$ cat src/rtl/flags_unit_if.sv
// Interface bundling the flags unit's bus, ALU, stack and condition signals.
// The control side (CPU control unit / testbench) uses the master modport;
// the flags unit itself uses the slave modport.
interface flags_unit_if #(
  parameter int FLAG_W = 4
);
  logic              cs_in;
  logic [FLAG_W-1:0] bus_in;
  logic              alu_we;
  logic [FLAG_W-1:0] alu_mask;
  logic [FLAG_W-1:0] alu_flags;
  logic              push;
  logic              pop;
  logic              eval;
  logic [3:0]        operator;
  logic [FLAG_W-1:0] flags_out;
  logic              check_branch;
  logic              stack_full;
  logic              stack_empty;
  logic              stack_err;

  modport master (
    output cs_in, bus_in, alu_we, alu_mask, alu_flags,
    output push, pop, eval, operator,
    input  flags_out, check_branch, stack_full, stack_empty, stack_err
  );

  modport slave (
    input  cs_in, bus_in, alu_we, alu_mask, alu_flags,
    input  push, pop, eval, operator,
    output flags_out, check_branch, stack_full, stack_empty, stack_err
  );
endinterface

$ cat src/rtl/flags_unit.sv
// CPU status-flags register with branch-condition evaluator and an
// interrupt save/restore stack. Bits [3:0] hold C, V, Z, N; higher bits are
// software-defined user flags that the condition evaluator ignores.
module flags_unit #(
  parameter int FLAG_W      = 4,
  parameter int STACK_DEPTH = 4,
  parameter int PTR_W       = 3
) (
  input logic         clk,
  input logic         rst,
  flags_unit_if.slave bus
);

  // Index width for the stack array; at least one bit even for a single entry.
  localparam int IDX_W = (STACK_DEPTH > 1) ? $clog2(STACK_DEPTH) : 1;
  localparam logic [PTR_W-1:0] DEPTH_PTR = PTR_W'(STACK_DEPTH);

  logic [FLAG_W-1:0] flags_q;
  logic [FLAG_W-1:0] flags_d;
  logic [FLAG_W-1:0] alu_merge;
  logic [FLAG_W-1:0] stack_mem [STACK_DEPTH];
  logic [PTR_W-1:0]  ptr_q;
  logic [PTR_W-1:0]  ptr_dec;
  logic [IDX_W-1:0]  wr_idx;
  logic [IDX_W-1:0]  rd_idx;
  logic              check_q;
  logic              err_q;
  logic              full;
  logic              empty;
  logic              push_ok;
  logic              pop_ok;
  logic              stack_fault;
  logic              cond;
  logic              flag_c;
  logic              flag_v;
  logic              flag_z;
  logic              flag_n;

  // Occupancy is decoded straight from the registered pointer.
  assign full  = (ptr_q == DEPTH_PTR);
  assign empty = (ptr_q == '0);

  // A push and pop together cancel each other; a push needs room and a pop
  // needs an entry. Any of these illegal requests latches the error flag.
  assign push_ok     = bus.push & ~bus.pop & ~full;
  assign pop_ok      = bus.pop & ~bus.push & ~empty;
  assign stack_fault = (bus.push & bus.pop) | (bus.push & full) | (bus.pop & empty);

  assign ptr_dec = ptr_q - 1'b1;
  assign wr_idx  = ptr_q[IDX_W-1:0];
  assign rd_idx  = ptr_dec[IDX_W-1:0];

  assign alu_merge = (flags_q & ~bus.alu_mask) | (bus.alu_flags & bus.alu_mask);

  assign flag_c = flags_q[0];
  assign flag_v = flags_q[1];
  assign flag_z = flags_q[2];
  assign flag_n = flags_q[3];

  // Next flag value: a valid restore beats a bus write, which beats the ALU.
  always_comb begin
    flags_d = flags_q;
    if (pop_ok) begin
      flags_d = stack_mem[rd_idx];
    end else if (bus.cs_in) begin
      flags_d = bus.bus_in;
    end else if (bus.alu_we) begin
      flags_d = alu_merge;
    end
  end

  // Branch condition decode on the current (pre-edge) architectural flags.
  always_comb begin
    cond = 1'b0;
    case (bus.operator)
      4'h0: cond = flag_z;
      4'h1: cond = ~flag_z;
      4'h2: cond = flag_c;
      4'h3: cond = ~flag_c;
      4'h4: cond = flag_n;
      4'h5: cond = ~flag_n;
      4'h6: cond = flag_v;
      4'h7: cond = ~flag_v;
      4'h8: cond = flag_c & ~flag_z;
      4'h9: cond = ~flag_c | flag_z;
      4'hA: cond = (flag_n == flag_v);
      4'hB: cond = (flag_n != flag_v);
      4'hC: cond = ~flag_z & (flag_n == flag_v);
      4'hD: cond = flag_z | (flag_n != flag_v);
      4'hE: cond = 1'b1;
      4'hF: cond = 1'b0;
      default: cond = 1'b0;
    endcase
  end

  // Stack storage needs no reset; entries are only read below the pointer.
  always_ff @(posedge clk) begin
    if (push_ok) begin
      stack_mem[wr_idx] <= flags_q;
    end
  end

  // Architectural state: flags, stack pointer, branch result and sticky error.
  always_ff @(posedge clk or posedge rst) begin
    if (rst) begin
      flags_q <= '0;
      ptr_q   <= '0;
      check_q <= 1'b0;
      err_q   <= 1'b0;
    end else begin
      flags_q <= flags_d;
      if (push_ok) begin
        ptr_q <= ptr_q + 1'b1;
      end else if (pop_ok) begin
        ptr_q <= ptr_dec;
      end
      if (bus.eval) begin
        check_q <= cond;
      end
      if (stack_fault) begin
        err_q <= 1'b1;
      end
    end
  end

  assign bus.flags_out    = flags_q;
  assign bus.check_branch = check_q;
  assign bus.stack_full   = full;
  assign bus.stack_empty  = empty;
  assign bus.stack_err    = err_q;

endmodule
$ cat src/flat_wrapper.sv
// flat-port wrapper written by rule: the top's interface ports become plain ports
module flags_unit_flat 
#(
  parameter int FLAG_W      = 4,
  parameter int STACK_DEPTH = 4,
  parameter int PTR_W       = 3
)
  (clk, rst, bus_cs_in, bus_bus_in, bus_alu_we, bus_alu_mask, bus_alu_flags, bus_push, bus_pop, bus_eval, bus_operator, bus_flags_out, bus_check_branch, bus_stack_full, bus_stack_empty, bus_stack_err);
  flags_unit_if #(.FLAG_W(FLAG_W)) bus_i ();
  input logic clk;
  input logic rst;
  input wire logic [$bits(bus_i.cs_in)-1:0] bus_cs_in;
  input wire logic [$bits(bus_i.bus_in)-1:0] bus_bus_in;
  input wire logic [$bits(bus_i.alu_we)-1:0] bus_alu_we;
  input wire logic [$bits(bus_i.alu_mask)-1:0] bus_alu_mask;
  input wire logic [$bits(bus_i.alu_flags)-1:0] bus_alu_flags;
  input wire logic [$bits(bus_i.push)-1:0] bus_push;
  input wire logic [$bits(bus_i.pop)-1:0] bus_pop;
  input wire logic [$bits(bus_i.eval)-1:0] bus_eval;
  input wire logic [$bits(bus_i.operator)-1:0] bus_operator;
  output wire logic [$bits(bus_i.flags_out)-1:0] bus_flags_out;
  output wire logic [$bits(bus_i.check_branch)-1:0] bus_check_branch;
  output wire logic [$bits(bus_i.stack_full)-1:0] bus_stack_full;
  output wire logic [$bits(bus_i.stack_empty)-1:0] bus_stack_empty;
  output wire logic [$bits(bus_i.stack_err)-1:0] bus_stack_err;
  assign bus_i.cs_in = bus_cs_in;
  assign bus_i.bus_in = bus_bus_in;
  assign bus_i.alu_we = bus_alu_we;
  assign bus_i.alu_mask = bus_alu_mask;
  assign bus_i.alu_flags = bus_alu_flags;
  assign bus_i.push = bus_push;
  assign bus_i.pop = bus_pop;
  assign bus_i.eval = bus_eval;
  assign bus_i.operator = bus_operator;
  assign bus_flags_out = bus_i.flags_out;
  assign bus_check_branch = bus_i.check_branch;
  assign bus_stack_full = bus_i.stack_full;
  assign bus_stack_empty = bus_i.stack_empty;
  assign bus_stack_err = bus_i.stack_err;
  flags_unit #(.FLAG_W(FLAG_W), .STACK_DEPTH(STACK_DEPTH), .PTR_W(PTR_W)) u_core (.clk(clk), .rst(rst), .bus(bus_i));
endmodule
$ cat config.mk
export PLATFORM = sky130hd
export DESIGN_NAME = flags_unit_flat
export DESIGN_NICKNAME = d
export VERILOG_FILES = /design/src/rtl/flags_unit_if.sv /design/src/rtl/flags_unit.sv /design/src/flat_wrapper.sv
export SDC_FILE = /design/constraint.sdc
export NUM_CORES = 1
export LEC_CHECK = 0
export CAP_MARGIN = 20
export CORE_MARGIN = 10
export CORE_UTILIZATION = 40
export CTS_CLUSTER_SIZE = 30
export DETAILED_ROUTE_END_ITERATION = 12
export GPL_ROUTABILITY_DRIVEN = 0
export PLACE_DENSITY_LB_ADDON = 0.08
export SYNTH_ARGS = -nofsm -noshare
export SYNTH_HDL_FRONTEND = slang
export SYNTH_SLANG_ARGS = --single-unit
$ cat constraint.sdc
create_clock -name clk -period 2.4 [get_ports clk]
set_input_delay 0.36 -clock clk [delete_from_list [all_inputs] [get_ports clk]]
set_output_delay 0.36 -clock clk [all_outputs]
set_load 0.01 [all_outputs]
# After elaboration in Yosys (flattened, before gate mapping)
# Memory sizes are Yosys's and may differ from the RTL's.
# Index checks and enable logic that the tools add are counted.
word_totals:
  register_bits: 9
  latchBits: 0
  mem_bits_rw: 16
  romBits: 0
  wordCells: 62
  n_memories: 1
memory_table:
  columns: ["name", "words", "word_bits", "read_ports", "rd_ports_with_merged_regs", "wr", "line", "text"]
  rows:
  - ["u_core.stack_mem", 4, 4, 1, 0, 1, "flags_unit.sv:21", "logic [FLAG_W-1:0] stack_mem [STACK_DEPTH];"]
classes:
  add_sub_neg: 2
  mul: 0
  div: 0
  n_lt_le_gt_ge: 0
  n_eq_ne: 18
  shifts: 0
  n_mux: 8
  n_bitwise: 25
  n_reduce_logical: 4
op_table:
  columns: ["op", "n"]
  rows:
  - ["equality test 4 bit (second input constant)", 8]
  - ["equality test 4 x 3 -> 1 bit (second input constant)", 4]
  - ["case mux 1 bit (16 select lines)", 1]
  - ["two-way mux 4 bit", 3]
  - ["bitwise AND 1 bit", 9]
  - ["bitwise AND 4 bit", 2]
  - ["equality test 4 x 2 -> 1 bit (second input constant)", 2]
  - ["NOT 1 bit", 8]
  - ["two-way mux 3 bit", 2]
  - ["equality test 4 x 1 -> 1 bit (second input constant)", 1]
  - ["logical NOT 4 bit", 1]
  - ["NOT 4 bit", 1]
  - ["OR 1 bit", 4]
  - ["OR 4 bit", 1]
  - ["adder 3 x 1 -> 3 bit (second input constant)", 1]
  - ["equality test 3 bit (second input constant)", 1]
  - ["logical NOT 3 bit", 1]
  - ["nonzero test 3 bit", 1]
  - ["subtractor 3 x 1 -> 3 bit (second input constant)", 1]
  - ["two-way mux 1 bit", 2]
  - ["nonzero test 2 bit", 1]
  - ["equality test 1 bit", 1]
  - ["inequality test 1 bit", 1]

# Longest topological paths before layout
# Gate-level depths: netlist of the first run.
logic_depth:
  word_depth: 6
  ltp_mapped: 9
  mapped_depth_nobuf: 7

# Worst setup path after synthesis of the first run
# Ideal clock, no wire load.
synth_timing:
  kind: "register -> register"
  from: "register u_core.ptr_q[0]"
  to: "memory u_core.stack_mem[3][0] (enable)"
  t_arrival_ns: 1.944
  setup_slack_ns: 0.138
  stages_incl_launch_ff: 7
  n_path_buf: 1
  synth_period_minus_slack_ns: 2.262
  path_cell_list: "dfrtp_1 -> clkbuf_1 -> inv_1 -> ha_1 -> ha_1 -> nor3b_1 -> and2_1"
synth_via:
  elab_chain_len: 5
synth_lines:
  columns: ["item", "line", "text"]
  rows:
  - ["from (decl)", "flags_unit.sv:22", "logic [PTR_W-1:0] ptr_q;"]
  - ["from (signal assigned)", "flags_unit.sv:113", "ptr_q <= ptr_q + 1'b1;"]
  - ["from (signal assigned)", "flags_unit.sv:115", "ptr_q <= ptr_dec;"]
  - ["equality test 3 bit", "flags_unit.sv:40", "assign full = (ptr_q == DEPTH_PTR);"]
  - ["net bus_stack_full", "flat_wrapper.sv:23", "output wire logic [$bits(bus_i.stack_full)-1:0] bus_stack_full;"]
  - ["NOT 1 bit", "flags_unit.sv:45", "assign push_ok = bus.push & ~bus.pop & ~full;"]
  - ["bitwise AND 1 bit", "flags_unit.sv:45", null]
  - ["two-way mux 1 bit", "flags_unit.sv:98", "if (push_ok) begin"]
  - ["two-way mux 1 bit (implied by the code)", "flags_unit.sv:99", "stack_mem[wr_idx] <= flags_q;"]
  - ["to (decl)", "flags_unit.sv:21", null]
# The timed path passes the listed nets, and every way through them passes these cells.

# Worst setup path in the final report of the first run
layout_timing:
  from: "register u_core.ptr_q[1]"
  to: "output bus_stack_empty"
layout_via:
  elab_chain_len: 1
layout_lines:
  columns: ["item", "line", "text"]
  rows:
  - ["logical NOT 3 bit", "flags_unit.sv:41", "assign empty = (ptr_q == '0);"]
  - ["to (decl)", "flat_wrapper.sv:24", "output wire logic [$bits(bus_i.stack_empty)-1:0] bus_stack_empty;"]
# No other way between the ends.

==> results of run 1 <==
## cell type report
class	count	area, sq um	area share [%]
inverters	4	15.01	0.8969
clock buffers	3	22.52	1.345
repair buffers	33	322.8	19.28
multi-input cells	67	548.0	32.74
flip-flops and latches	25	705.7	42.15
clock inverters	1	5.005	0.2990
well taps	44	55.05	3.288
## per-layer routing
metal | wire, um | GRT usage, % | vias to the layer above
li1 | - | - | 435
met1 | 1236 | 12.03 | 445
met2 | 1467 | 16.33 | 15
met3 | 146 | 3.774 | 2
met4 | 10 | 1.859 | 0
met5 | 0 | 0 | -
## synthesized netlist by cell type (3+ instances only)
cell,instances,area (sq um)
nand2_1,10,37.54
and2_1,4,25.02
o21ai_0,4,20.02
nor2_1,6,22.52
mux2i_1,5,50.05
inv_1,4,15.01
mux2_2,4,45.04
dfrtp_1,9,225.2
ha_1,6,75.07
mux4_2,4,90.09
a21oi_1,3,15.01
o31ai_1,3,22.52
edfxtp_1,16,480.5
## power by group
group          switching, mW  leakage [nW]  internal [mW]
Sequential            0.0824         0.247          0.570
Clock                  0.116        0.0177         0.0622
Combinational          0.260         0.377          0.311
## per-stage QoR
stage	cell area, sq um	worst slack (ns)
2_1_floorplan	1280	0.1381
3_3_place_gp	1647	0.4158
3_5_place_dp	1647	0.3427
4_1_cts	1674	0.1675
5_1_grt	1674	0.07312
6_report	1674	0.1911
## cell usage in the layout, fill, tap and decap left out, types with 2 or more instances in the layout
cell type,Yosys,routed
buf_4,0,3
nor2_1,6,6
clkdlybuf4s50_1,0,30
edfxtp_1,16,16
and2_1,4,4
mux2_2,4,4
xnor2_1,2,2
mux2i_1,5,5
o21ai_0,4,4
nor3b_1,2,2
mux4_2,4,4
clkbuf_4,0,3
inv_1,4,4
o31ai_1,3,3
nand2_1,10,10
or4_1,2,2
o21bai_1,2,2
a21oi_1,3,3
dfrtp_1,9,9
ha_1,6,6
## worst max path at each step
stage / from / to / slack, ns / cells after the start
floorplan: u_core.ptr_q[0] / u_core.stack_mem[3][0] / 0.14 / 6
global placement: bus_operator[1] / u_core.bus.check_branch / 0.42 / 5
detailed placement: bus_operator[2] / u_core.bus.check_branch / 0.34 / 5
CTS: u_core.ptr_q[1] / bus_stack_empty / 0.17 / 4
global route: u_core.ptr_q[1] / bus_stack_empty / 0.07 / 4
finish: u_core.ptr_q[1] / bus_stack_empty / 0.19 / 4
## worst max-delay path: cells and delay by family (launching register included)
family / cells / cell delay [ns]
adder cells (fa/ha/maj): 2 / 0.44
buffers and inverters: 2 / 0.67
flip-flops: 1 / 0.42
## logic make-up (layout without fill, tap and decap cells)
logic type               count (synthesis)  count (layout)  share of synthesized area (%)
XOR/XNOR                                 2               2                          1.369
AND/OR/NAND/NOR                         31              31                          13.68
buffers and inverters                    7              41                          2.052
flip-flops                              25              25                          55.13
adder cells (fa/ha/maj)                  6               6                          5.865
multiplexers                            13              13                          14.47
AO/OA/AOI/OAI                           15              15                          7.429
==> impl_metrics.yaml, run 1 <==
synthesis:
  syn-cell-area_sq_um: 1280
  ys_seq_area_share_pct: 55.13
  synth_cells: 99
  synth_edf_count: 16
  ys_seq_elements: 25
  yosysWarnings: 0
  async_flop_share_pct: 36.00
  synth_nets: 128
  synth_area_per_cell_sq_um: 12.93
  synthFlopType: "edfxtp_1"
  ys_types: 29
setup_path:
  arrival_ns: 1.85
  crit_path_top_delay_cell: "clkdlybuf4s50_1"
  cp_cell_sequence: "inv_1 > ha_1 > ha_1 > clkdlybuf4s50_1"
  critical_path_class: "flop to output pin"
  crit_path_frequent_cell: "ha_1"
  rr_endpoint: "u_core.stack_mem[3][1]"
  reg2reg_slack_ns: 0.43
  ff2ff_path_depth: 6
  end_kind: "output pin"
  setup.worst_path.start_class: "flop"
  slowest_delay_ns: 0.55
  critPathRequiredTime_ns: 2.04
  timing.rr.start: "u_core.ptr_q[1]"
  crit_fanout: 4
die:
  start_util_pct: 41.93
  fp.dieH_um: 76.57
  dieArea_sq_um: 5863
  io_pins: 31
  num_rows: 20
  core_sq_um: 3053
  die_x_um: 76.57
clock_network:
  cts_num_sinks: 25
  post_cts_buffers: 0
  cts_resized: 0
  cts_tree: "built"
  cts.path.max_buffers: 2
  cts_buffers: 3
  clock_latency_ns: 0.31
  h-tree-depth: 1
  cts_root_buf: "clkbuf_4"
  clk_pin_slew_ns: 0.14
  postCtsHoldBufs: 0
grt:
  overflow: 0
  track_usage_pct: 9.908
  grt_pass1_wl_um: 4754
  grt_max_degree: 15
  grt_pass1_vias: 947
  antenna_found_initial: 0
detailed_routing:
  drt_first_iter_violations: 29
  drc_errors: 0
  wl_per_cell_um: 16.16
  ant_nets: 0
  routed_wl_um: 2861
  via_per_inst: 5.068
  firstDrtPassIters: 4
  via_count: 897
power_and_ir_drop:
  leakagePower_nw: 0.6415
  vdd_drop_max_uv: 481.4
  power_density_nw_per_um2: 837.3
  totalPowerFinal_mw: 1.402
sta:
  max_freq_ghz: 0.4527
  maxSlewViolCount: 0
  finalSetupViolations: 0
  finClkSkew_ns: 0.01622
  fin_hold_ws_ns: 0.3041
  slew_headroom_pct: 73.39
  rsz0062_at_grt: "no"
  tightest_slew_ns: 0.3987
  tns_ns: 0
  final.min_clock_period_ns: 2.209
  final.period_utilization_pct: 92.04
  hold_viol: 0
place:
  dp_hpwl_um: 2221
  io_buffers: 30
  placed_cells: 173
final_layout:
  nNetsFinal: 163
  areaGrowthSynthToFinish_pct: 30.79
  final_cells: 177
  drive_gt1_share_pct: 12.03
  fin_util_pct: 54.84
  fillCellCount: 282
  diodes: 0
worst_hold_path:
  min-delay-path-class: "input port to asynchronous set/reset pin"
outcome:
  status: "completed"
flow_run:
  maxCapViolCount: 0
No activity file was read; power rests on OpenSTA's default activity.
==> run 2: changes to the inputs <==
Settings changed: GPL_TIMING_DRIVEN set to 1.
==> results of run 2 <==
Same layout as run 1: the final DEF is identical, and so are final timing and power.
